===== src/rtl/kingdom_constant_arbiter.sv =====
// rtl/kingdom_constant_arbiter.sv - round-robin arbiter in front of the sacred-constant table
//
// Purpose:
//   Several requesters share one 8-entry, 64-bit constant table. The arbiter
//   grants at most one lookup per cycle, choosing round-robin from a rotating
//   priority pointer. Accepted lookups pass through two register stages:
//   stage 1 captures {id, idx} and stage 2 drives {id, table[idx]} onto the
//   shared response bus. Responses therefore appear two cycles after
//   acceptance. A saturating counter records accepted lookups.
//
// Ports:
//   clk           in   rising-edge clock
//   rst_n         in   asynchronous active-low reset
//   en            in   arbitration enable; in-flight lookups finish regardless
//   req_valid     in   [NUM_REQ]    per-requester lookup request
//   req_idx       in   [3*NUM_REQ]  per-requester index, requester i at [3i+2:3i]
//   req_ready     out  [NUM_REQ]    one-hot combinational grant
//   rsp_valid     out  response strobe, one cycle per accepted lookup
//   rsp_id        out  [ID_W]       requester owning the response (held when idle)
//   rsp_data      out  [64]         constant value (held when idle)
//   busy          out  any lookup in flight
//   lookup_count  out  [CNT_W]      accepted lookups, saturating

module kingdom_constant_arbiter #(
    parameter int NUM_REQ = 4,
    parameter int ID_W    = 2,
    parameter int CNT_W   = 16
) (
    input  logic                 clk,
    input  logic                 rst_n,
    input  logic                 en,
    input  logic [NUM_REQ-1:0]   req_valid,
    input  logic [3*NUM_REQ-1:0] req_idx,
    output logic [NUM_REQ-1:0]   req_ready,
    output logic                 rsp_valid,
    output logic [ID_W-1:0]      rsp_id,
    output logic [63:0]          rsp_data,
    output logic                 busy,
    output logic [CNT_W-1:0]     lookup_count
);

    // ------------------------------------------------------------------
    // Constant table. Entries 0..5 are IEEE-754 double bit patterns;
    // entries 6 and 7 are plain integers zero-extended to 64 bits.
    // ------------------------------------------------------------------
    function automatic logic [63:0] f_const(input logic [2:0] idx);
        logic [63:0] v;
        case (idx)
            3'd0:    v = 64'h3FF9_E377_9B97_F4A8; // phi
            3'd1:    v = 64'h4004_F1BB_CDCB_F254; // phi squared
            3'd2:    v = 64'h3FD8_722D_0E56_0419; // 1 / phi squared
            3'd3:    v = 64'h4009_21FB_5444_2D18; // pi
            3'd4:    v = 64'h4005_BF0A_8B14_5769; // e
            3'd5:    v = 64'h4008_0000_0000_0000; // trinity, 3.0
            3'd6:    v = 64'd30;                  // perfection
            3'd7:    v = 64'd123;                 // lucas_10
            default: v = 64'd0;
        endcase
        return v;
    endfunction

    // ------------------------------------------------------------------
    // State
    // ------------------------------------------------------------------
    logic [ID_W-1:0]  r_ptr;        // requester with highest priority this cycle
    logic             r_s1_valid;
    logic [ID_W-1:0]  r_s1_id;
    logic [2:0]       r_s1_idx;
    logic             r_rsp_valid;
    logic [ID_W-1:0]  r_rsp_id;
    logic [63:0]      r_rsp_data;
    logic [CNT_W-1:0] r_count;

    // ------------------------------------------------------------------
    // Arbitration
    // ------------------------------------------------------------------
    logic [NUM_REQ-1:0] w_grant;
    logic [ID_W-1:0]    w_grant_id;
    logic               w_accept;
    logic [2:0]         w_acc_idx;
    logic [ID_W-1:0]    w_ptr_next;
    int                 w_pos;

    // Scan requesters starting at r_ptr and wrapping; the first valid one
    // wins. The grant only ever lands on a valid requester, so a grant
    // and an acceptance are the same event.
    always_comb begin
        w_grant    = '0;
        w_grant_id = '0;
        w_accept   = 1'b0;
        w_pos      = 0;
        for (int k = 0; k < NUM_REQ; k++) begin
            w_pos = int'(r_ptr) + k;
            if (w_pos >= NUM_REQ) begin
                w_pos = w_pos - NUM_REQ;
            end
            if (en && !w_accept && req_valid[w_pos[ID_W-1:0]]) begin
                w_accept   = 1'b1;
                w_grant_id = w_pos[ID_W-1:0];
            end
        end
        w_grant[w_grant_id] = w_accept;
    end

    assign w_acc_idx  = req_idx[3*w_grant_id +: 3];

    // The winner drops to lowest priority on the next cycle.
    assign w_ptr_next = (w_grant_id == ID_W'(NUM_REQ - 1)) ? '0
                                                            : w_grant_id + 1'b1;

    // ------------------------------------------------------------------
    // Pointer and accepted-lookup counter
    // ------------------------------------------------------------------
    always_ff @(posedge clk or negedge rst_n) begin
        if (!rst_n) begin
            r_ptr   <= '0;
            r_count <= '0;
        end else if (w_accept) begin
            r_ptr <= w_ptr_next;
            if (r_count != {CNT_W{1'b1}}) begin
                r_count <= r_count + 1'b1;
            end
        end
    end

    // ------------------------------------------------------------------
    // Stage 1: capture requester tag and index at acceptance
    // ------------------------------------------------------------------
    always_ff @(posedge clk or negedge rst_n) begin
        if (!rst_n) begin
            r_s1_valid <= 1'b0;
            r_s1_id    <= '0;
            r_s1_idx   <= '0;
        end else begin
            r_s1_valid <= w_accept;
            if (w_accept) begin
                r_s1_id  <= w_grant_id;
                r_s1_idx <= w_acc_idx;
            end
        end
    end

    // ------------------------------------------------------------------
    // Stage 2: table read onto the response bus. Tag and data only move
    // when a lookup arrives so the bus holds its last response when idle.
    // ------------------------------------------------------------------
    always_ff @(posedge clk or negedge rst_n) begin
        if (!rst_n) begin
            r_rsp_valid <= 1'b0;
            r_rsp_id    <= '0;
            r_rsp_data  <= '0;
        end else begin
            r_rsp_valid <= r_s1_valid;
            if (r_s1_valid) begin
                r_rsp_id   <= r_s1_id;
                r_rsp_data <= f_const(r_s1_idx);
            end
        end
    end

    // ------------------------------------------------------------------
    // Outputs
    // ------------------------------------------------------------------
    assign req_ready    = w_grant;
    assign rsp_valid    = r_rsp_valid;
    assign rsp_id       = r_rsp_id;
    assign rsp_data     = r_rsp_data;
    assign busy         = r_s1_valid | r_rsp_valid;
    assign lookup_count = r_count;

endmodule


===== config.mk =====
export PLATFORM = sky130hd
export DESIGN_NAME = kingdom_constant_arbiter
export DESIGN_NICKNAME = d
export VERILOG_FILES = /design/src/rtl/kingdom_constant_arbiter.sv
export SDC_FILE = /design/constraint.sdc
export NUM_CORES = 1
export LEC_CHECK = 0
export ABC_AREA = 1
export CORE_MARGIN = 5
export CORE_UTILIZATION = 50
export CTS_CLUSTER_DIAMETER = 60
export DETAILED_ROUTE_END_ITERATION = 7
export DONT_BUFFER_PORTS = 1
export HOLD_SLACK_MARGIN = 0.08
export SLEW_MARGIN = 10
export SYNTH_ARGS = -nofsm -noshare
export SYNTH_HDL_FRONTEND = slang
export SYNTH_SLANG_ARGS = --single-unit

===== constraint.sdc =====
create_clock -name clk -period 2.4 [get_ports clk]
set_input_delay 0.48 -clock clk [delete_from_list [all_inputs] [get_ports clk]]
set_output_delay 0.48 -clock clk [all_outputs]
set_load 0.005 [all_outputs]

Word-level counts from Yosys, hierarchy flattened --
Memories as Yosys holds them, arrays and structs flattened. A register that Yosys moved wholly into a read port is not among the register bits. Index checks and enable logic that the tools add are counted.
Word-level totals: register bits after elaboration 91, bits in read-only memories 480, word-level logic and storage cells 70, memories kept 1
Memories:
- (name not given) | words 8, bits a word 60, rd ports 1, clocked after Yosys merged registers in 1, wr ports 0, line 48 | case (idx)
Cells by class: $add $sub $neg 9, multipliers 1, $lt $le $gt $ge 10, eq/ne operators 2, shifts and indexed selects 1, muxes and demuxes 23, bitwise logic cells 2, reduce and logical (&&, ||, !) cells 13
Operator list (count):
- 2-bit two-way mux | 9
- 16-bit by 1-bit adder with 16-bit output, second input constant | 1
- 16-bit inequality test, second input constant | 1
- 2-bit by 3-bit < comparator with 1-bit output, second input constant | 5
- 12-bit by 5-bit variable part select with 3-bit output | 1
- 3-bit greater-or-equal comparator, second input constant | 3
- 1-bit two-way mux | 9
- 1-bit binary-select mux with 2-bit select | 4
- 1-bit logical AND | 8
- 2-bit by 1-bit subtractor with 2-bit output, second input constant | 4
- 2-bit by 2-bit adder with 3-bit output, second input constant | 2
- 4-bit bitwise AND | 1
- 1-bit zero test | 4
- 2-bit by 2-bit multiplier with 4-bit output, first input constant | 1
- 2-bit by 1-bit adder with 3-bit output, second input constant | 1
- 2-bit by 3-bit greater-or-equal comparator with 1-bit output, second input constant | 1
- 2-bit by 1-bit adder with 2-bit output, second input constant | 1
- 1-bit demux with 2-bit select | 1
- 2-bit equality test, second input constant | 1
- 2-bit by 1-bit greater-or-equal comparator with 1-bit output, second input constant | 1
- 2-bit AND reduction | 1
- 1-bit bitwise OR | 1

Logic depth before layout (Yosys ltp) --
Gate-level depths: netlist of run 1.
word-level depth 23, mapped depth 17

Worst setup path before layout of run 1 --
No wires, ideal clock.
path type flip-flop to output port, from register r_ptr[0], to output port req_ready[2], arrival 1.662 ns, required time 1.920 ns, path slack 0.258 ns, stages on the path, launching flop included 16, buffers on the path 1, cell sequence dfrtp_1 > buf_6 > inv_8 > nand2_1 > nand2_2 > nand2_4 > nand2_4 > nand4_2 > nor2_4 > inv_2 > nand2_1 > nand2_4 > inv_2 > ha_1 > inv_1 > nor2_1
On the way: longest elaborated chain between the ends 23
Ends and longest elaborated chain:
- start, declared | line 65 | logic [ID_W-1:0] r_ptr;
- start signal, assigned | line 119 | r_ptr <= w_ptr_next;
- 2-bit by 3-bit greater-or-equal comparator with 1-bit output / 2-bit by 1-bit subtractor with 2-bit output (equally long branches) | line 94, 95
- 2-bit two-way mux | line 94 | if (w_pos >= NUM_REQ) begin
- 1-bit binary-select mux with 2-bit select | line 97 | if (en && !w_accept && req_valid[w_pos[ID_W-1:0]]) begin
- 1-bit two-way mux (implied by the code) | line 97
- 1-bit logical AND | line 97
- 1-bit two-way mux | line 97
- 1-bit zero test | line 97
- 1-bit logical AND (2 in series) | line 97
- [6 not listed]
- 1-bit logical AND (2 in series) | line 97
- 2-bit two-way mux * | line 97
- via w_grant_id[1] | line 78 | logic [ID_W-1:0] w_grant_id;
- 2-bit by 3-bit < comparator with 1-bit output (implied by the code) / 2-bit by 1-bit greater-or-equal comparator with 1-bit output (equally long branches) | line 102 | w_grant[w_grant_id] = w_accept;
- 1-bit logical AND (implied by the code) | line 102
- 1-bit two-way mux (implied by the code) | line 102
- 1-bit demux with 2-bit select * | line 102
- 4-bit bitwise AND (no source line) *
- end, declared | line 34 | output logic [NUM_REQ-1:0] req_ready,
The timed path passes the listed nets; every way through them passes the cells marked *. The select of a mux whose other input is x is not followed.

Worst setup path after layout of run 1 --
Ends and elaborated chain as after synthesis.

==> results of run 1 <==
-- cell families (layout without fill, tap and decap cells) --
kind of cell / after synthesis / in the layout
adder cells (fa/ha/maj): 10 / 10
other: 1 / 4
XOR/XNOR: 15 / 15
AND/OR/NAND/NOR: 230 / 230
AO/OA/AOI/OAI: 17 / 17
buffers and inverters: 82 / 82
flip-flops: 59 / 59
-- flip-flops by register name (all words and copies together) (netlist names) --
name / count
rsp_data: 32
lookup_count: 16
r_s1_idx: 3
r_ptr: 2
r_s1_id: 2
rsp_id: 2
r_s1_valid: 1
rsp_valid: 1
-- synthesized netlist by cell type (all sizes together) --
cell type    n  area share
a21oi        2      0.0029
buf         36       0.084
clkbuf       4      0.0044
clkinv       1      0.0011
conb         1      0.0011
dfrtp       59        0.43
ha          10       0.037
inv         41       0.050
nand2      158        0.21
nand3       36       0.054
nand4        4       0.011
nor2        21       0.030
nor3         7       0.013
nor4         1      0.0018
o211ai       2      0.0044
o21ai       12       0.022
o311ai       1      0.0026
or2          3      0.0055
xnor2        3      0.0077
xor2        12       0.031
-- layout make-up --
type | instances | area [um^2] | share of cell area
sequential | 59 | 1480 | 0.384
clock inverter | 4 | 97.6 | 0.0254
clock buffer | 12 | 145 | 0.0377
inverter | 42 | 188 | 0.0488
timing repair buffer | 24 | 203 | 0.0527
multi-input combinational | 276 | 1640 | 0.425
tap | 80 | 100 | 0.0260
-- through the flow --
step	hold slack [ps]	setup slack [ps]	util
after floorplan	184	258	-
after CTS	372	-163	0.566
after global routing	398	-289	0.573
after global placement	186	76.9	0.488
after detailed placement	186	-9.08	0.488
final	391	-144	0.573
-- power groups by stage --
stage	clock network [mW]	logic [mW]	registers [mW]
after floorplan	0	2.15	1.76
after global placement	0	2.06	1.97
after detailed placement	0	2.08	1.99
after CTS	1.14	2.59	1.97
after global routing	1.19	3.06	2.05
final	1.11	2.72	1.96
-- worst max-delay path by stage --
stage,from,end,slack [ps],cells after the start
after detailed placement,r_ptr[0]$_DFFE_PN0P_,req_ready[3],-9,13
after global placement,r_ptr[0]$_DFFE_PN0P_,req_ready[1],80,13
after global routing,r_ptr[0]$_DFFE_PN0P_,req_ready[2],-290,14
after floorplan,r_ptr[0]$_DFFE_PN0P_,req_ready[2],260,15
after CTS,r_ptr[0]$_DFFE_PN0P_,req_ready[2],-160,14
final,r_ptr[0]$_DFFE_PN0P_,req_ready[2],-140,14
-- repair_timing --
action / 4_1_cts / 5_1_grt
pin swaps: 24 / 7
endpoints found under the hold margin: 59 / 0
buffers inserted: 13 / 3
setup endpoints to repair: 4 / 4
hold buffers: 2 / 0
resized for setup: 40 / 7
-- cell usage in the layout (no fill, tap or decap), drive strengths merged, types with 2 or more instances in the layout --
| master | count |
|---|---|
| or2 | 3 |
| o21ai | 12 |
| nand2 | 158 |
| dfrtp | 59 |
| xor2 | 12 |
| nor3 | 7 |
| a21oi | 2 |
| nand4 | 4 |
| nor2 | 21 |
| nand3 | 36 |
| xnor2 | 3 |
| inv | 41 |
| ha | 10 |
| conb | 4 |
| clkbuf | 12 |
| buf | 23 |
| bufinv | 3 |
| o211ai | 2 |
-- worst max-delay path: stages, from the launching register on --
cell	delay (ps)
dfrtp_2	500
inv_8	120
nand2_2	60
nand2_2	70
nand2_2	70
nand2_4	90
nand4_4	110
nor2_4	150
inv_2	60
nand2_2	80
nand2_4	90
inv_4	100
ha_4	130
inv_2	30
nor2_2	90
-- layer usage --
| layer | GRT usage | up-vias | wire (um) |
|---|---|---|---|
| met5 | 0 | - | 0 |
| met4 | 0.0537 | 0 | 46 |
| met3 | 0.0699 | 4 | 551 |
| met2 | 0.280 | 65 | 3560 |
| met1 | 0.223 | 1162 | 3140 |
| li1 | - | 1252 | - |
==> metrics.cfg, run 1 <==
[place]
gp_congestion=0.882
dpl_cell_area_um2=3280
dp.cells=463
io_buffers=0
dp_hpwl_um=4910

[synthesis]
synthAdderAreaFrac=0.0365
synth_top_family_by_area=simple AND/OR/NAND/NOR gates
yosys.area_share.simple=0.322
synthCells=414
synth-seq-cells=59
ys_warn_count=0
seq_area_frac_synth=0.431
muxShareOfSynthArea=0
synth_xor_area_frac=0.0383
synth_compound_area_frac=0.0318
synth_area_per_cell_um2=8.27
ys_types=36
synth_area_um2=3430

[floorplanning]
core_um2=6720
io_pins=107
die_area_um2=8610
start_util=0.510
die_w_um=92.8
die_h_um=92.8
placementRows=30

[global_routing]
antenna_found_initial=0
grt_overflow=0
grt_pass1_wl_um=12200
grt_pass1_vias=2423
grt_max_degree=60
grt_usage=0.177

[setup_path]
worst_r2r_path_depth=14
critPathLaunchType=flop
worstPathRequired_ps=1920
cp_max_fo=8
arrival_ps=2060
r2r-start=r_ptr[0]$_DFFE_PN0P_
critPathKind=flop to output port
timing.rr.end=lookup_count[10]$_DFFE_PN0P_
ff2ff_setup_slack_ps=330
critPathCaptureType=output port

[sta]
fin_tns_setup_ps=-499
rsz0062_at_grt=true
fin_crit_sh=1.06
finalWorstSetupSlack_ps=-144
finalHoldViolations=0
setup_viol=4
fmax_mhz=393
drv_slew=0
skew_ps=7.90
min_period_ps=2540

[clock_network]
cts_buffers=9
cts_tree=done
cts_root_buffer=clkbuf_8
clockBufferDepth=2
path_clk_slew_ps=70
clk-insertion-delay-late_ps=320
clock-sinks=59
htree_levels=3

[power]
leakage_nw=1.94
p_total_mw=5.79
p_clk_frac=0.193
p_seq_frac=0.338
p_per_area_nw_per_um2=1500
pwr-share-comb=0.470
power.switching_mw=2.58
swShare=0.445
p_int_mw=3.21
ir_worst_vdd_v=0.000718

[detailed_routing]
final_antenna_net_count=0
drt_iter0_markers=98
drc_errors=0
wl_per_cell_um=14.7
drt_wl_total_um=7300
num_vias=2483
first_pass_iters=4
viasPerCell=5.00

[finish]
final_net_count=441
stdcell_count=497
fin_area_um2=3850
antenna_cells=0
drive_gt1_frac=0.271
areaGrowthSynthToFinish_pct=12.3
fill_cells=597

[min_path]
worstHoldPathCells=4
hp-start=req_idx[8]
hp-class=input pin to flop
hold-path-endpoint=r_s1_idx[2]$_DFFE_PN0P_

[job]
cap_violations=0

[outcome]
violations=setup timing
outcome=finished, violations left

(Power assumes the default switching activity.)
==> run 2: changes to the inputs <==
Settings changed: CAP_MARGIN set to 10, CORE_UTILIZATION 50 to 35.
==> run 2 against run 1 <==
  * The run still ends with setup timing left
  * Wire length grew 6.9%
  * Largest power group unchanged
  * Hold slack gained 10 ps
  * Combinational power shrank 11%
  * Setup slack lost 13 ps
==> metrics.cfg, run 2 (synthesis gave the netlist of run 1 again) <==
[outcome]
outcome=finished, violations left
violations=setup timing

[clock_network]
htree_levels=3
clk-insertion-delay-late_ps=330
path_clk_slew_ps=70
cts_root_buffer=clkbuf_8
clock-sinks=59
cts_buffers=9
clockBufferDepth=2
cts_tree=done

[place]
gp_congestion=0.868
dp_hpwl_um=5650
dp.cells=518
dpl_cell_area_um2=3360
io_buffers=0

[finish]
final_core_util=0.385
final_net_count=436
largest_register_ffs=32
antenna_cells=0
layout_commonest_cell=nand2_1
fin_area_um2=3710
final_cell_mix=nand2_1 (130), dfrtp_1 (57), inv_1 (34), nand3_1 (33)
stdcell_count=545
drive_gt1_frac=0.228
areaGrowthSynthToFinish_pct=8.29
fill_cells=1018

[detailed_routing]
viasPerCell=4.70
drt_wl_total_um=7800
drt_iter0_markers=134
first_pass_iters=4
num_vias=2564
wl_per_cell_um=14.3
drc_errors=0
final_antenna_net_count=0

[global_routing]
grt_pass1_vias=2632
antenna_found_initial=0
grt_usage=0.139
grt_pass1_wl_um=13000
grt_max_degree=60
grt_overflow=0

[setup_path]
critPathCaptureType=output port
worst_r2r_path_depth=14
critPathKind=flop to output port
cp_max_fo=8
timing.rr.end=lookup_count[5]$_DFFE_PN0P_
critPathLaunchType=flop
worstPathRequired_ps=1920
arrival_ps=2080
startpoint=r_ptr[0]$_DFFE_PN0P_
r2r-start=r_ptr[0]$_DFFE_PN0P_
ff2ff_setup_slack_ps=360

[floorplanning]
die_w_um=109
io_pins=107
die_h_um=109
start_util=0.355
die_area_um2=11900
core_um2=9640
placementRows=36

[min_path]
hold-path-endpoint=r_s1_idx[2]$_DFFE_PN0P_
hp-start=req_idx[8]
worstHoldPathCells=4
hp-class=input pin to flop

[sta]
drv_slew=0
max_slew_margin=0.659
fmax_mhz=391
skew_ps=7.55
min_period_ps=2560
setup_viol=4
worst_slew_pin_slew_ps=509
rsz0062_at_grt=true
finalWorstSetupSlack_ps=-158
fin_crit_sh=1.07
finalHoldViolations=0

[power]
p_per_area_nw_per_um2=1410
leakage_nw=1.88
p_int_mw=2.75
power.switching_mw=2.47
ir_worst_vdd_v=0.000674
p_clk_frac=0.157
swShare=0.473
p_total_mw=5.22
pwr-share-comb=0.466
p_seq_frac=0.377

[job]
cap_violations=0

## run 2: cell types whose count changed in the layout (fill, tap and decap cells not counted), sizes merged
| cell | change |
|---|---|
| bufinv | -3 |
| buf | -5 |
| clkinvlp | +1 |
| clkinv | +2 |
## run 2: final cells by class
type                       instances  area (um^2)  share of cell area
multi-input combinational        276         1540               0.416
sequential                        59         1480               0.399
inverter                          42          178              0.0479
tap                              133          166              0.0449
timing repair buffer              19          165              0.0445
clock buffer                      12          155              0.0418
clock inverter                     4         25.0             0.00675
## run 2: metrics by stage
step	hold slack (ps)	worst slack [ps]	TNS [ps]
after floorplan	184	258	0
after global placement	186	94.4	0
after detailed placement	186	-10.8	-10.8
after CTS	390	-188	-718
after global routing	408	-287	-1140
final	401	-158	-587
## run 2: power groups by stage
stage / clock network, mW / logic [mW] / registers [mW]
floorplan: 0 / 2.15 / 1.76
global placement: 0 / 2.12 / 1.98
detailed placement: 0 / 2.17 / 2.00
CTS: 0.859 / 2.38 / 1.99
global route: 0.893 / 2.80 / 2.06
finish: 0.822 / 2.43 / 1.97
## run 2: timing repair
action / in CTS / in global routing
setup buffers: 5 / 4
pin swaps: 8 / 6
cloned: 0 / 0
gates resized for setup: 14 / 6
endpoints found under the setup margin: 4 / 4
hold buffers: 2 / 0
endpoints found under the hold margin: 59 / 0
## run 2: worst max-delay path, cell delays in order (launching register included)
cell	delay, ps
dfrtp_2	500
inv_8	120
nand2_2	50
nand2_2	90
nand2_4	60
nand2_4	100
nand4_4	110
nor2_4	140
inv_2	60
nand2_2	80
nand2_4	70
inv_4	60
ha_1	130
inv_1	50
nor2_2	110
## run 2: how the worst max path moves through the flow
stage                     depth (start not counted)      endpoint
final                                            14  req_ready[3]
after detailed placement                         13  req_ready[3]
after floorplan                                  15  req_ready[2]
after global placement                           13  req_ready[3]
after global routing                             14  req_ready[3]
after CTS                                        13  req_ready[2]
## run 2: metal layers
metal | vias up | track usage | routed length, um
met5 | - | 0 | 0
met1 | 1210 | 0.176 | 3330
li1 | 1233 | - | -
met3 | 12 | 0.0432 | 656
met4 | 0 | 0.0523 | 113
met2 | 109 | 0.223 | 3700
